## src/rtl/alu_pkg.sv

```systemverilog
// Shared ALU definitions: operand widths, op encodings and the legality check
// used by everything that drives the shared combinational ALU.
package alu_pkg;

    localparam int XLEN     = 32;
    localparam int ALU_OP_W = 4;

    localparam logic [ALU_OP_W-1:0] ALU_ADD  = 4'b0000;
    localparam logic [ALU_OP_W-1:0] ALU_SUB  = 4'b1000;
    localparam logic [ALU_OP_W-1:0] ALU_SLL  = 4'b0001;
    localparam logic [ALU_OP_W-1:0] ALU_SLT  = 4'b0010;
    localparam logic [ALU_OP_W-1:0] ALU_SLTU = 4'b0011;
    localparam logic [ALU_OP_W-1:0] ALU_XOR  = 4'b0100;
    localparam logic [ALU_OP_W-1:0] ALU_SRL  = 4'b0101;
    localparam logic [ALU_OP_W-1:0] ALU_SRA  = 4'b1101;
    localparam logic [ALU_OP_W-1:0] ALU_OR   = 4'b0110;
    localparam logic [ALU_OP_W-1:0] ALU_AND  = 4'b0111;

    // True for the ten op codes the ALU implements; anything else is flagged.
    function automatic logic alu_op_legal(input logic [ALU_OP_W-1:0] op);
        logic legal;
        case (op)
            ALU_ADD, ALU_SUB, ALU_SLL, ALU_SLT, ALU_SLTU,
            ALU_XOR, ALU_SRL, ALU_SRA, ALU_OR, ALU_AND: legal = 1'b1;
            default:                                      legal = 1'b0;
        endcase
        return legal;
    endfunction

endpackage

```

## src/rtl/rr_arbiter.sv

```systemverilog
// Combinational round-robin arbiter: picks the first asserted request at or
// after ptr, wrapping modulo N. Output is one-hot (or zero when en is low or
// nothing requests) plus the encoded winner index.
module rr_arbiter #(
    parameter int N     = 2,
    parameter int IDX_W = (N > 1) ? $clog2(N) : 1
) (
    input  logic [N-1:0]     req,
    input  logic [IDX_W-1:0] ptr,
    input  logic             en,
    output logic [N-1:0]     grant,
    output logic [IDX_W-1:0] idx
);

    logic             found;
    logic [IDX_W-1:0] pos;
    int               sum;

    // Walk the requests starting at ptr; the first hit wins.
    always_comb begin
        grant = '0;
        idx   = '0;
        found = 1'b0;
        pos   = '0;
        sum   = 0;
        for (int k = 0; k < N; k++) begin
            sum = int'(ptr) + k;
            if (sum >= N) begin
                sum = sum - N;
            end
            pos = IDX_W'(sum);
            if (en && !found && req[pos]) begin
                found      = 1'b1;
                grant[pos] = 1'b1;
                idx        = pos;
            end
        end
    end

endmodule

```

## src/rtl/alu_arbiter.sv

```systemverilog
// Shares one combinational ALU between NUM_REQ requesters. One op is accepted
// per cycle; its result is captured in a single-entry response register
// tagged with the requester index.
//
// Handshakes: a request transfers on the rising edge where req_valid[i] and
// req_ready[i] are both high; a response transfers where resp_valid and
// resp_ready are both high. Producers hold their payload stable while valid
// until it transfers, and valid never depends on ready.
module alu_arbiter
    import alu_pkg::*;
#(
    parameter int NUM_REQ = 2,
    parameter int ID_W    = 1
) (
    input  logic                      clk,
    input  logic                      rst_n,
    input  logic [NUM_REQ-1:0]        req_valid,
    output logic [NUM_REQ-1:0]        req_ready,
    input  logic [XLEN*NUM_REQ-1:0]   req_a,
    input  logic [XLEN*NUM_REQ-1:0]   req_b,
    input  logic [ALU_OP_W*NUM_REQ-1:0] req_op,
    output logic [XLEN-1:0]           alu_a,
    output logic [XLEN-1:0]           alu_b,
    output logic [ALU_OP_W-1:0]       alu_op,
    input  logic [XLEN-1:0]           alu_result,
    output logic                      resp_valid,
    input  logic                      resp_ready,
    output logic [ID_W-1:0]           resp_id,
    output logic [XLEN-1:0]           resp_result,
    output logic                      resp_err
);

    localparam int PTR_W = (NUM_REQ > 1) ? $clog2(NUM_REQ) : 1;

    logic [PTR_W-1:0]   prio_ptr;
    logic [NUM_REQ-1:0] grant;
    logic [PTR_W-1:0]   gnt_idx;
    logic               can_issue;
    logic               arb_en;
    logic               transfer;

    // The response slot is free when empty or being drained this cycle.
    // Holding the arbiter off during reset keeps req_ready low then.
    assign can_issue = !resp_valid || resp_ready;
    assign arb_en    = can_issue && rst_n;

    rr_arbiter #(
        .N     (NUM_REQ),
        .IDX_W (PTR_W)
    ) u_rr (
        .req   (req_valid),
        .ptr   (prio_ptr),
        .en    (arb_en),
        .grant (grant),
        .idx   (gnt_idx)
    );

    assign req_ready = grant;
    assign transfer  = |grant;

    // Steer the granted requester's operands to the ALU; idle lines are zero.
    always_comb begin
        alu_a  = '0;
        alu_b  = '0;
        alu_op = '0;
        for (int i = 0; i < NUM_REQ; i++) begin
            if (grant[i]) begin
                alu_a  = req_a[i*XLEN +: XLEN];
                alu_b  = req_b[i*XLEN +: XLEN];
                alu_op = req_op[i*ALU_OP_W +: ALU_OP_W];
            end
        end
    end

    // Response register and priority pointer: load on a grant (overwriting a
    // draining entry with no bubble), otherwise clear valid on drain.
    always_ff @(posedge clk or negedge rst_n) begin
        if (!rst_n) begin
            resp_valid  <= 1'b0;
            resp_id     <= '0;
            resp_result <= '0;
            resp_err    <= 1'b0;
            prio_ptr    <= '0;
        end else if (transfer) begin
            resp_valid  <= 1'b1;
            resp_id     <= ID_W'(gnt_idx);
            resp_result <= alu_op_legal(alu_op) ? alu_result : '0;
            resp_err    <= !alu_op_legal(alu_op);
            prio_ptr    <= (gnt_idx == PTR_W'(NUM_REQ - 1)) ? '0 : gnt_idx + PTR_W'(1);
        end else if (resp_ready) begin
            resp_valid  <= 1'b0;
        end
    end

endmodule

```

## config.mk

```make
export PLATFORM = sky130hd
export DESIGN_NAME = alu_arbiter
export DESIGN_NICKNAME = d
export VERILOG_FILES = /design/src/rtl/alu_pkg.sv /design/src/rtl/rr_arbiter.sv /design/src/rtl/alu_arbiter.sv
export SDC_FILE = /design/constraint.sdc
export NUM_CORES = 1
export LEC_CHECK = 0
export ABC_AREA = 1
export CORE_AREA = 2 2 108 110
export CTS_CLUSTER_DIAMETER = 200
export DETAILED_ROUTE_END_ITERATION = 16
export DIE_AREA = 0 0 110 112
export GPL_TIMING_DRIVEN = 0
export PLACE_DENSITY = 0.74
export REMOVE_ABC_BUFFERS = 1
export SETUP_SLACK_MARGIN = 0.05
export SLEW_MARGIN = 20
export SYNTH_ARGS = -nofsm -noshare
export SYNTH_HDL_FRONTEND = slang
export SYNTH_SLANG_ARGS = --single-unit
```

## constraint.sdc

```tcl
create_clock -name clk -period 1.3 [get_ports clk]
set_input_delay 0.13 -clock clk [delete_from_list [all_inputs] [get_ports clk]]
set_output_delay 0.13 -clock clk [all_outputs]
set_load 0.005 [all_outputs]
```

==> metrics.cfg, run 1 <==
[layout]
drive_above_1_share_pct = 37.92
utilization_pct = 60.75
nets = 856
multiInputGateArea_sq_um = 1670
area_delta_synth_final_pct = 179.1
nFillCells = 917
most-common-layout-cells = clkdlybuf4s50_1 (171), nand2_1 (75), a22o_1 (60)
seqCellArea_sq_um = 902.1
final_common_cell = clkdlybuf4s50_1

[route]
wire_per_inst_um = 22.31
firstDrtPassIters = 4
dr.first_iter.drc_count = 186
viasPerCell = 4.751
antenna_left = 0
vias = 3943
wl_met2_mm = 9.368
wl_met1_mm = 6.768
dr_wl_met3_mm = 1.693
wirelength_mm = 18.52
post-route-drc-count = 0
highest_layer = met4

[global_routing]
grt_pass1_vias = 3974
grt_first_pass_wirelength_mm = 24.23
grt_overflow = 0
grt_max_degree = 22
grt_antenna_before_repair = 4
grt.total_usage_pct = 27.13

[placed_design]
dpl.hpwl_mm = 10.67
port_buffers = 277
dp_slack_ns = -1.697
place.gp.congestion = 0.7609

[die]
io_pins = 278
dieArea_sq_um = 12320
die_w_um = 110
initial_utilization_pct = 21.77
rows = 39
coreArea_sq_um = 11170
die_y_um = 112

[setup_path]
crit_slowest_cell = dfrtp_1
crit_buf_inv = 6
worstPathArrival_ns = 1.82
max_stage_delay_ns = 0.41
endpoint_kind = output port
critical_path.max_fanout = 6
path_common_cell = buf_6
crit_chain = a21oi_4 -> buf_6 -> nand2_8 -> inv_12 -> buf_6 -> buf_6 -> nand2_4 -> nand2_8 -> buf_8 -> buf_6
cp_top_family = buffers and inverters
required_ns = 1.17
crit_type = flop to output port
cp-start-kind = flop

[logic_synthesis]
synth-seq-cells = 36
seq_area_frac_synth_pct = 37.04
synth_top_area_share_pct = 37.04
synth.area.top_cells = dfrtp_1 (37%), a22o_1 (23%), nand2_1 (16%), inv_1 (5.6%), nor2_1 (5.1%)
synth_simple_gate_area_share_pct = 27.06
synth_xor_area_share_pct = 0
synth_top_family_by_area = simple AND/OR/NAND/NOR gates
synth.distinct_cells = 19
yosys.area_share.adder_pct = 0
ys_warn_count = 0
synth.mux.area_fraction_pct = 0
synth_cells = 323
synth_compound_area_share_pct = 24.07
syn_area_sq_um = 2432
synth_top_cell_by_area = dfrtp_1
synth.avg_cell_area_sq_um = 7.530

[cts]
cts_buffer_depth = 2
ctsRootBufferMaster = clkbuf_16
cts_tree = done
cts.clk_slew.worst_paths_ns = 0.06
worstSkewPairLatency_ns = 0.28
cts_max_level = 2
numCtsBuffers = 5
cts_sinks = 36

[job]
cap_violations = 0

[timing]
hold_violations = 0
post-route-min-period_ns = 1.949
final.setup_skew_ns = 0.005341
post-route-period-util_pct = 150.0
rsz0062_at_grt = true
setup_slack_ns = -0.6495
max_freq_mhz = 513.0
setup_viol = 106
final_max_slew_viol_count = 0
worst_slew_pin_slew_ns = 0.7518
slew-limit-headroom_pct = 49.71

[status]
violations = negative setup slack
status = finished, violations left

[power]
irDropWorstVdd_v = 0.001134
power.density_nw_per_um2 = 1007
total_power_uw = 6834
leakagePower_uw = 0.003381

[min_path]
holdCritPathClass = input pin to flop

[state kept, by name, indices dropped and copies added, names as in the netlist]
register	flops
resp_valid	1
resp_id	1
resp_result	32
resp_err	1
prio_ptr	1
[cells by family after synthesis]
family	Yosys count
AOI/OAI and AO/OA	66
DFF	36
buffers and inverters	63
and+or+nand+nor	158
[cells in the mapped netlist, drive strengths merged]
| master | n |
|---|---|
| inv | 39 |
| nor2 | 34 |
| a21oi | 2 |
| a22o | 64 |
| nand3 | 8 |
| dfrtp | 36 |
| clkbuf | 2 |
| buf | 22 |
| nand2 | 116 |
[tightest hold or removal path, delay by kind of cell]
kind                   cells  cell delay (ns)
buffers and inverters      2             0.45
AND/OR/NAND/NOR            3             0.13
[per-stage QoR]
stage	cells	TNS, ns	hold slack, ns	cell area (sq um)
floorplan	299	-71.38	-0.1656	2291
global placement	719	-341.93	0.4590	5243
detailed placement	721	-160.24	0.09509	5290
CTS	808	-58.89	0.4637	6350
global route	829	-64.59	0.4900	6787
finish	830	-58.74	0.4731	6789
[worst paths after layout]
check                                            start                           to  slack [ns]  cells past startpoint
min in group asynchronous                        rst_n   resp_result[1]$_DFFE_PN0P_        0.48                      3
setup / recovery                resp_valid$_DFFE_PN0P_                    alu_op[3]       -0.65                     10
max in group asynchronous                        rst_n         prio_ptr$_DFFE_PN0P_        0.26                      2
setup reg to reg                resp_valid$_DFFE_PN0P_   resp_result[4]$_DFFE_PN0P_       -0.64                     12
hold reg to reg            resp_result[31]$_DFFE_PN0P_  resp_result[31]$_DFFE_PN0P_        0.48                      2
hold / removal                           alu_result[6]   resp_result[6]$_DFFE_PN0P_        0.47                      5
[metal layers]
metal | track usage (%) | up-vias
li1 | - | 1787
met1 | 31.16 | 1901
met2 | 48.06 | 220
met3 | 6.967 | 35
met4 | 9.114 | 0
met5 | 0 | -
[report_power, final]
part	switching, uW	internal, uW	total (uW)
Sequential	237	1480	1720
Combinational	1710	2170	3880
Clock	436	804	1240
Total	2380	4460	6830
[final cells by class]
| type | instances | share of cell area [%] |
|---|---|---|
| antenna | 4 | 0.1474 |
| multi-input combinational | 230 | 24.60 |
| timing repair buffer | 361 | 51.92 |
| inverter | 39 | 2.525 |
| clock buffer | 7 | 2.248 |
| timing repair inverter | 10 | 2.635 |
| sequential | 36 | 13.29 |
| tap | 143 | 2.635 |
[timing repair]
action                                  4_1_cts  5_1_grt
hold endpoints to repair                     15        0
setup buffers                                61       23
pin swaps                                    35       40
cloned                                       17        5
gates resized for setup                     359      141
hold buffers                                  2        0
endpoints found under the setup margin      140      107
(Power assumes the default switching activity.)
==> run 2, diff against run 1 <==
--- a/config.mk
+++ b/config.mk
@@ -10,7 +10,6 @@
 export CTS_CLUSTER_DIAMETER = 200
 export DETAILED_ROUTE_END_ITERATION = 16
 export DIE_AREA = 0 0 110 112
-export GPL_TIMING_DRIVEN = 0
 export PLACE_DENSITY = 0.74
 export REMOVE_ABC_BUFFERS = 1
 export SETUP_SLACK_MARGIN = 0.05
==> run 2 against run 1 <==
The run still ends with negative setup slack left. Clock skew shrank 0.0012 ns. Core utilization shrank 1.5 points. Non-clock buffer count grew 8. Combinational power shrank 7.0%. Largest power group unchanged.
==> metrics.cfg, run 2 (synthesis gave the netlist of run 1 again) <==
[route]
wirelength_mm = 16.27
highest_layer = met4
dr.first_iter.drc_count = 192
antenna_left = 0
firstDrtPassIters = 4
wl_met2_mm = 8.587
wire_per_inst_um = 19.84
viasPerCell = 4.637
dr_wl_met3_mm = 1.415
post-route-drc-count = 0
vias = 3802
wl_met1_mm = 6.001

[cts]
holdBufCountCts = 0
numCtsBuffers = 5
cts_sinks = 36
cts_tree = done
cts_buffer_depth = 2
worstSkewPairLatency_ns = 0.27
cts_max_level = 2
cts.clk_slew.worst_paths_ns = 0.06
ctsRootBufferMaster = clkbuf_16

[layout]
area_delta_synth_final_pct = 172.4
drive_above_1_share_pct = 37.72
largest_reg_flops = 32
multiInputGateArea_sq_um = 1562
nFillCells = 949
most-common-layout-cells = clkdlybuf4s50_1 (171), a22o_1 (60), buf_2 (59)
seqCellArea_sq_um = 900.9
final_common_cell = clkdlybuf4s50_1
nets = 848
top_register = resp_result

[setup_path]
worstPathArrival_ns = 1.78
cp-start-kind = flop
crit_chain = nand2_1 -> nand2_2 -> nand2_2 -> inv_4 -> buf_12 -> buf_12 -> buf_6 -> a22o_1 -> buf_2
endpoint_kind = output port
required_ns = 1.17
r2r-start = resp_valid$_DFFE_PN0P_
reg2reg_setup_slack_ns = -0.59
critical_path.max_fanout = 7
crit_type = flop to output port
r2r_end = resp_result[26]$_DFFE_PN0P_
crit_buf_inv = 5
cp_top_family = buffers and inverters
max_stage_delay_ns = 0.41
crit_slowest_cell = dfrtp_1
reg2reg_depth = 12

[power]
power.density_nw_per_um2 = 1021
total_power_uw = 6766
irDropWorstVdd_v = 0.001117
leakagePower_uw = 0.003368

[timing]
setup_viol = 105
setup_tns_ns = -54.31
slew-limit-headroom_pct = 68.69
max_freq_mhz = 523.3
worst_slew_pin_slew_ns = 0.4697
setup_slack_ns = -0.6109
final.setup_skew_ns = 0.004148
post-route-min-period_ns = 1.911
whs_ns = 0.1012
rsz0062_at_grt = true
final_max_slew_viol_count = 0
hold_violations = 0
post-route-period-util_pct = 147.0

[status]
violations = negative setup slack
status = finished, violations left

[global_routing]
grt_first_pass_wirelength_mm = 21.11
grt_max_degree = 37
grt_overflow = 0
grt_pass1_vias = 3722
grt.total_usage_pct = 23.02
grt_antenna_before_repair = 1

[placed_design]
place.gp.congestion = 0.8130
dp_slack_ns = -0.9028
dpl.hpwl_mm = 11.21
port_buffers = 277

[job]
cap_violations = 0

[die]
coreArea_sq_um = 11170
dieArea_sq_um = 12320
rows = 39
initial_utilization_pct = 21.77
io_pins = 278
die_y_um = 112
die_w_um = 110

[min_path]
holdCritPathClass = input pin to asynchronous set/reset pin

[run 2: cell count changes in the layout (fill, tap and decap cells not counted), sizes merged]
| cell | previous run | this run |
|---|---|---|
| nand3 | 12 | 8 |
| inv | 47 | 38 |
| clkdlybuf4s15 | 1 | 0 |
| diode | 4 | 1 |
| dlygate4sd3 | 2 | 0 |
| bufinv | 0 | 1 |
| dlygate4sd2 | 34 | 35 |
| buf | 148 | 157 |
| nor2 | 36 | 34 |
| clkinv | 2 | 1 |
| clkbuf | 12 | 13 |
[run 2: metal layers]
layer / GRT usage (%) / up-vias
li1: - / 1761
met1: 26.38 / 1832
met2: 42.45 / 189
met3: 5.679 / 20
met4: 4.726 / 0
met5: 0 / -
[run 2: layout make-up]
type                    count  area share (%)
diodes                      1         0.03776
clock buffers               7           2.304
clock inverters             1          0.4532
inverters                  39           2.323
multi-input cells         224           23.56
flip-flops and latches     36           13.60
well taps                 143           2.700
repair buffers            369           55.02
[run 2: how the worst max path moves through the flow]
| stage | from | to | slack, ns | depth (start not counted) |
|---|---|---|---|---|
| 6_report | prio_ptr$_DFFE_PN0P_ | alu_a[18] | -0.61 | 9 |
| 5_1_grt | resp_valid$_DFFE_PN0P_ | resp_result[5]$_DFFE_PN0P_ | -0.68 | 12 |
| 4_1_cts | resp_valid$_DFFE_PN0P_ | resp_result[13]$_DFFE_PN0P_ | -0.58 | 13 |
| 3_5_place_dp | rst_n | alu_a[18] | -0.90 | 9 |
| 3_3_place_gp | rst_n | alu_a[18] | -0.87 | 9 |
| 2_1_floorplan | prio_ptr$_DFFE_PN0P_ | resp_result[0]$_DFFE_PN0P_ | -1.36 | 8 |
[run 2: worst reg2reg max path: stages, from the launching register on]
cell	delay (ns)
dfrtp_1	0.41
a21oi_4	0.20
nand2_2	0.10
inv_4	0.11
buf_12	0.12
buf_6	0.10
nand2_2	0.06
nand2_4	0.07
buf_6	0.09
nand3_4	0.15
clkbuf_16	0.25
nand2_2	0.06
nand2_1	0.05
[run 2: timing repair]
item                       CTS  global route
setup buffers               51            20
pin swaps                   36            39
cloned                       8             6
setup endpoints to repair  140           105
gates resized for setup    394            96
[run 2: per-stage QoR]
stage / instance area (sq um) / instances / utilization, %
floorplan: 2291 / 299 / -
global placement: 5558 / 747 / 49.74
detailed placement: 5558 / 747 / 49.74
CTS: 6250 / 811 / 55.93
global route: 6624 / 819 / 59.28
finish: 6626 / 820 / 59.30
[run 2: report_power, final]
part	switching [uW]	leakage, uW	total [uW]	internal, uW
Clock	452	0.0000901	1460	1010
Sequential	213	0.000446	1690	1480
Combinational	1460	0.00283	3610	2150
==> run 3, diff against run 2 <==
--- a/config.mk
+++ b/config.mk
@@ -10,10 +10,10 @@
 export CTS_CLUSTER_DIAMETER = 200
 export DETAILED_ROUTE_END_ITERATION = 16
 export DIE_AREA = 0 0 110 112
+export MAX_ROUTING_LAYER = met4
 export PLACE_DENSITY = 0.74
 export REMOVE_ABC_BUFFERS = 1
 export SETUP_SLACK_MARGIN = 0.05
-export SLEW_MARGIN = 20
 export SYNTH_ARGS = -nofsm -noshare
 export SYNTH_HDL_FRONTEND = slang
 export SYNTH_SLANG_ARGS = --single-unit
==> run 3 against run 2 <==
The flow still finishes with violations (negative setup slack). Hold slack worse by 0.0028 ns. Register-to-register slack hardly changed. Die area stayed put. Flip-flop and latch count stayed put. Cell count is 0.12% lower. Clock skew is 0.0012 ns lower. Maximum frequency is 2.0% lower. Critical path depth stayed put. Core utilization is 0.10 points lower. Count of clock-buffer cells in the layout stayed put.
==> metrics.cfg, run 3 (synthesis gave the netlist of run 1 again) <==
[timing]
max_freq_mhz = 512.9
rsz0062_at_grt = true
final_max_slew_viol_count = 0
post-route-min-period_ns = 1.950
hold_violations = 0
setup_viol = 105
worst_slew_pin_slew_ns = 0.4723
final.setup_skew_ns = 0.002957
setup_slack_ns = -0.6496
post-route-period-util_pct = 150.0
slew-limit-headroom_pct = 68.52

[placed_design]
placed_cell_area_sq_um = 5558
place.gp.congestion = 0.8250
port_buffers = 277
dpl.hpwl_mm = 11.21
dp.cells = 747

[setup_path]
cp-start-kind = flop
endpoint = alu_a[18]
startpoint = prio_ptr$_DFFE_PN0P_
endpoint_kind = output port
reg2reg_depth = 12
reg2reg_setup_slack_ns = -0.59
r2r-start = resp_valid$_DFFE_PN0P_
worstPathArrival_ns = 1.82
critical_path.max_fanout = 7
crit_type = flop to output port
required_ns = 1.17
r2r_end = resp_result[26]$_DFFE_PN0P_

[power]
internal_power_uw = 4629
total_power_uw = 6755
leakagePower_uw = 0.003361
power.switching_uw = 2126
p_seq_share_pct = 25.0
irDropWorstVdd_v = 0.001121
pwr-share-clk_pct = 21.5
power_frac_comb_pct = 53.4
power.density_nw_per_um2 = 1021
sw_frac_of_total_pct = 31.47

[layout]
layout.cells.non_filler = 819
area_delta_synth_final_pct = 172.0
design_area_sq_um = 6615
nFillCells = 941
top_register = resp_result
nets = 847
final_common_cell = clkdlybuf4s50_1
drive_above_1_share_pct = 37.63
largest_reg_flops = 32
most-common-layout-cells = clkdlybuf4s50_1 (171), a22o_1 (60), buf_2 (59)

[route]
firstDrtPassIters = 6
dr.first_iter.drc_count = 192
wire_per_inst_um = 19.78
antenna_left = 0
wirelength_mm = 16.20
vias = 3799
viasPerCell = 4.639
post-route-drc-count = 0

[die]
io_pins = 278
initial_utilization_pct = 21.77
die_w_um = 110
die_y_um = 112
coreArea_sq_um = 11170
rows = 39
dieArea_sq_um = 12320

[cts]
worstSkewPairLatency_ns = 0.27
cts_sinks = 36
cts_tree = done
cts_max_level = 2
cts.clk_slew.worst_paths_ns = 0.06
cts_buffer_depth = 2
ctsRootBufferMaster = clkbuf_16
numCtsBuffers = 5

[global_routing]
grt_pass1_vias = 3727
grt_overflow = 0
grt.total_usage_pct = 23.78
grt_first_pass_wirelength_mm = 21.11
grt_max_degree = 37
grt_antenna_before_repair = 1

[status]
status = finished, violations left
violations = negative setup slack

[min_path]
holdCritPathClass = input pin to asynchronous set/reset pin

[job]
cap_violations = 0

## run 3: metal layers
metal	GRT usage, %	up-vias	wire [um]
met5	-	-	0
met4	4.726	0	303
met3	5.328	24	1282
met2	42.37	181	8488
met1	26.92	1833	6123
li1	-	1761	-
## run 3: worst min-delay path by stage
stage                        start                           to  slack, ns  cells after the start
3_5_place_dp   resp_id$_DFFE_PN0P_          resp_id$_DFFE_PN0P_       0.47                      2
3_3_place_gp   resp_id$_DFFE_PN0P_          resp_id$_DFFE_PN0P_       0.46                      2
5_1_grt                      rst_n  resp_result[17]$_DFFE_PN0P_       0.15                      2
6_report                     rst_n  resp_result[17]$_DFFE_PN0P_        0.1                      2
4_1_cts                      rst_n  resp_result[20]$_DFFE_PN0P_       0.12                      2
2_1_floorplan                rst_n         prio_ptr$_DFFE_PN0P_      -0.17                      0
## run 3: power by group through the flow
| stage | Sequential [uW] | Combinational (uW) | Clock (uW) |
|---|---|---|---|
| floorplan | 1710 | 847 | 0 |
| global placement | 1680 | 3010 | 0 |
| detailed placement | 1690 | 3060 | 0 |
| CTS | 1680 | 3300 | 1470 |
| global route | 1730 | 3840 | 1550 |
| finish | 1690 | 3610 | 1450 |
## run 3: what timing repair did
action / 4_1_cts / 5_1_grt
resized for setup: 394 / 95
hold buffers: 0 / 0
endpoints found under the setup margin: 140 / 105
setup buffers: 51 / 19
pin swaps: 36 / 40
cloned: 8 / 6
hold endpoints to repair: 0 / 0
## run 3: worst max-delay path, stage by stage (launching register included)
cell and delay (ns):
dfrtp_1 0.41, nand2_1 0.11, nand2_2 0.08, nand2_2 0.11, inv_4 0.07, buf_12 0.15, buf_12 0.13, buf_6 0.11
a22o_1 0.24, buf_2 0.13
## run 3: final cells by class
| type | instances | area, sq um | share of cell area [%] |
|---|---|---|---|
| timing repair buffer | 368 | 3635 | 54.95 |
| clock buffer | 7 | 152.6 | 2.308 |
| tap | 143 | 178.9 | 2.705 |
| antenna | 1 | 2.502 | 0.03783 |
| sequential | 36 | 900.9 | 13.62 |
| inverter | 39 | 153.9 | 2.326 |
| multi-input combinational | 224 | 1562 | 23.61 |
| clock inverter | 1 | 30.03 | 0.4539 |
## run 3: stage by stage
| stage | util [%] | hold slack, ns | TNS [ns] | setup slack (ns) |
|---|---|---|---|---|
| 3_3_place_gp | 49.74 | 0.4583 | -80.44 | -0.8659 |
| 4_1_cts | 55.93 | 0.1172 | -53.44 | -0.5768 |
| 3_5_place_dp | 49.74 | 0.4655 | -84.19 | -0.9028 |
| 6_report | 59.20 | 0.09838 | -55.67 | -0.6496 |
| 5_1_grt | 59.20 | 0.1520 | -63.15 | -0.7026 |
| 2_1_floorplan | - | -0.1656 | -71.38 | -1.360 |
==> variant: new RTL, flow settings as in run 2 <==
`NUM_REQ`: 2 -> 1.
--- a/src/rtl/alu_arbiter.sv
+++ b/src/rtl/alu_arbiter.sv
@@ -10,5 +10,5 @@
     import alu_pkg::*;
 #(
-    parameter int NUM_REQ = 2,
+    parameter int NUM_REQ = 1,
     parameter int ID_W    = 1
 ) (
Interface: changed (5 resized); port bits go from 278 to 208. No check against the original RTL was run, so the function may have changed too.
==> variant against run 2 <==
  * The run still ends with setup timing left
  * Wire length down 50%
  * Sequential cell count down 2
  * Global-route usage down 10 points
  * Synthesized area down 11%
  * Setup slack better by 260 ps
  * Critical endpoint is now alu_b[11]
  * Via count down 28%
  * Final cell count down 10%
  * Cell area down 30%
  * Critical path depth down 2
  * Synthesized cell count up 12%
Power is not compared: it rests on default switching activity, and its combinational part moved more than twofold at a synthesized area within 25%.
==> variant: results (changes against run 2) <==
Final Hold Fails=0 (unchanged); sequential share of the synthesized area=39.3% (+2.3 points); met3 usage=4.74% (-0.94 points); maximum VDD drop=0.428 mV; Vias/cell=3.75 (-19%); # port buffers=206 (-26%); Synth Instances=362 (+12%); Wirelength per Cell=11.0 um (-44%); grt met1 use=13.5% (-13 points); Worst Hold Class=in -> reg; pin count of the biggest net entering global routing=43 (+16%); gpl congestion=0.756 (-7.1%); first-pass GRT wire length=12200 um (-42%); Critical Path Fanout Max=12 (+5); placed instance area=4440 um^2 (-20%); GRT Resource Usage Total=12.7% (-10 points); fill count=1187 (+25%); CTS max path bufs=2 (unchanged); failing checks=setup timing; Netlist cell types=16 (-3); Nets=694 (-18%); setup violators final=102 (-2.9%); H-tree depth=2 (unchanged); status=finished with violations; dpl cells=709 (-5.1%); final WL=8100 um (-50%); synth top area cells=dfrtp_1 39%, inv_1 18%, nand2_1 18%; hpwl dp=6090 um (-46%); CTS Buf Count=5 (unchanged); vias in the first global route=2486 (-33%); initial antenna violation count=1 (unchanged); Setup TNS Final=-25910 ps (+28400 ps); grt met2 use=23.3% (-19 points); most common library cells after synthesis=102 x inv_1, 102 x nand2_1, 98 x nor2_1, 34 x dfrtp_1, 10 x buf_2; largest registers=resp_result x32, resp_err x1, resp_valid x1; asr flop ratio synth=100% (unchanged); switch share=26.3%; drt pass-1 iters=2 (-2); Worst-path clk slew=50 ps; drt initial violations=64 (-67%); Max Clock Skew=5.94 ps (+1.79 ps); PnR worst setup slack=-350 ps (+261 ps); Yosys warnings=0 (unchanged); fraction of layout cells with a size suffix above 1=24.7% (-13 points); Leak=2.79 nW; worst skew pair latency=270 ps (about the same); pre-CTS WS=-564 ps (+338 ps); diodes inserted=0 (-1)
==> variant: changes by cell type in the layout (fill, tap and decap cells not counted), sizes merged, moves of 2 or more <==
| cell | change |
|---|---|
| clkdlybuf4s50 | -69 |
| inv | +65 |
| nor2 | +65 |
| a22o | -64 |
| buf | -56 |
| nand2 | -13 |
| nand3 | -7 |
| clkbuf | -6 |
| dfrtp | -2 |
| dlygate4sd2 | -2 |
| dlymetal6s2s | +2 |
==> variant: stage by stage <==
stage	utilization (%)	hold WS, ps	power (W)
6_report	41.2	289	0.00370
5_1_grt	41.2	309	0.00395
4_1_cts	40.9	296	0.00376
3_5_place_dp	39.7	287	0.00262
3_3_place_gp	39.7	302	0.00261
2_1_floorplan	-	-166	0.00166
==> variant: per-layer routing <==
layer	up-vias	share of wire [%]	routed length (um)
li1	1428	-	-
met1	1192	36	2950
met2	128	50	4040
met3	6	13	1040
met4	0	0.93	75
met5	-	0	0
==> variant: kinds of logic (layout without fill, tap and decap cells) <==
family	Yosys count	after routing	synth area share (%)
AND/OR/NAND/NOR	204	204	36.6
buffers and inverters	121	350	22.8
flip-flops	34	34	39.3
AO/OA/AOI/OAI	2	2	1.10
other	1	1	0.173
==> variant: power groups by stage <==
stage                     Clock, W  Sequential, W  Combinational (W)
after global placement           0        0.00132            0.00128
after CTS                  0.00121        0.00131            0.00125
after detailed placement         0        0.00132            0.00129
after floorplan                  0        0.00134           0.000327
final                      0.00116        0.00131            0.00124
after global routing       0.00125        0.00133            0.00137
==> variant: worst max-delay path: stages (launching register included) <==
cell and delay [ps]:
dfrtp_1 410, a21oi_4 190, inv_6 70, buf_12 130, buf_12 110, buf_16 130, nor2_1 80, buf_2 120
==> variant: worst paths after layout <==
kind / slack, ps / startpoint / depth (start not counted) / end
max in group asynchronous: 500 / rst_n / 3 / resp_result[13]
max reg2reg: -310 / resp_valid / 10 / resp_result[31]
min in group asynchronous: 480 / rst_n / 3 / resp_err
min: 290 / rst_n / 4 / resp_valid
max: -350 / resp_valid / 7 / alu_b[11]
min reg2reg: 470 / resp_result[5] / 2 / resp_result[5]
==> variant: area by class of cell <==
| cell class | instances | area [um^2] | share of cell area [%] |
|---|---|---|---|
| multi-input cells | 207 | 905 | 19.6 |
| flip-flops and latches | 34 | 851 | 18.5 |
| clock buffers | 7 | 143 | 3.10 |
| inverters | 103 | 392 | 8.50 |
| clock inverters | 1 | 5.00 | 0.109 |
| repair buffers | 239 | 2130 | 46.3 |
| well taps | 143 | 179 | 3.88 |
==> variant: what timing repair did <==
| action | 4_1_cts | 5_1_grt |
|---|---|---|
| gates cloned | 5 | 0 |
| hold endpoints to repair | 10 | 0 |
| hold buffers | 1 | 0 |
| pin swaps | 3 | 0 |
| buffers inserted | 12 | 1 |
| resized for setup | 340 | 19 |
| setup endpoints to repair | 134 | 104 |
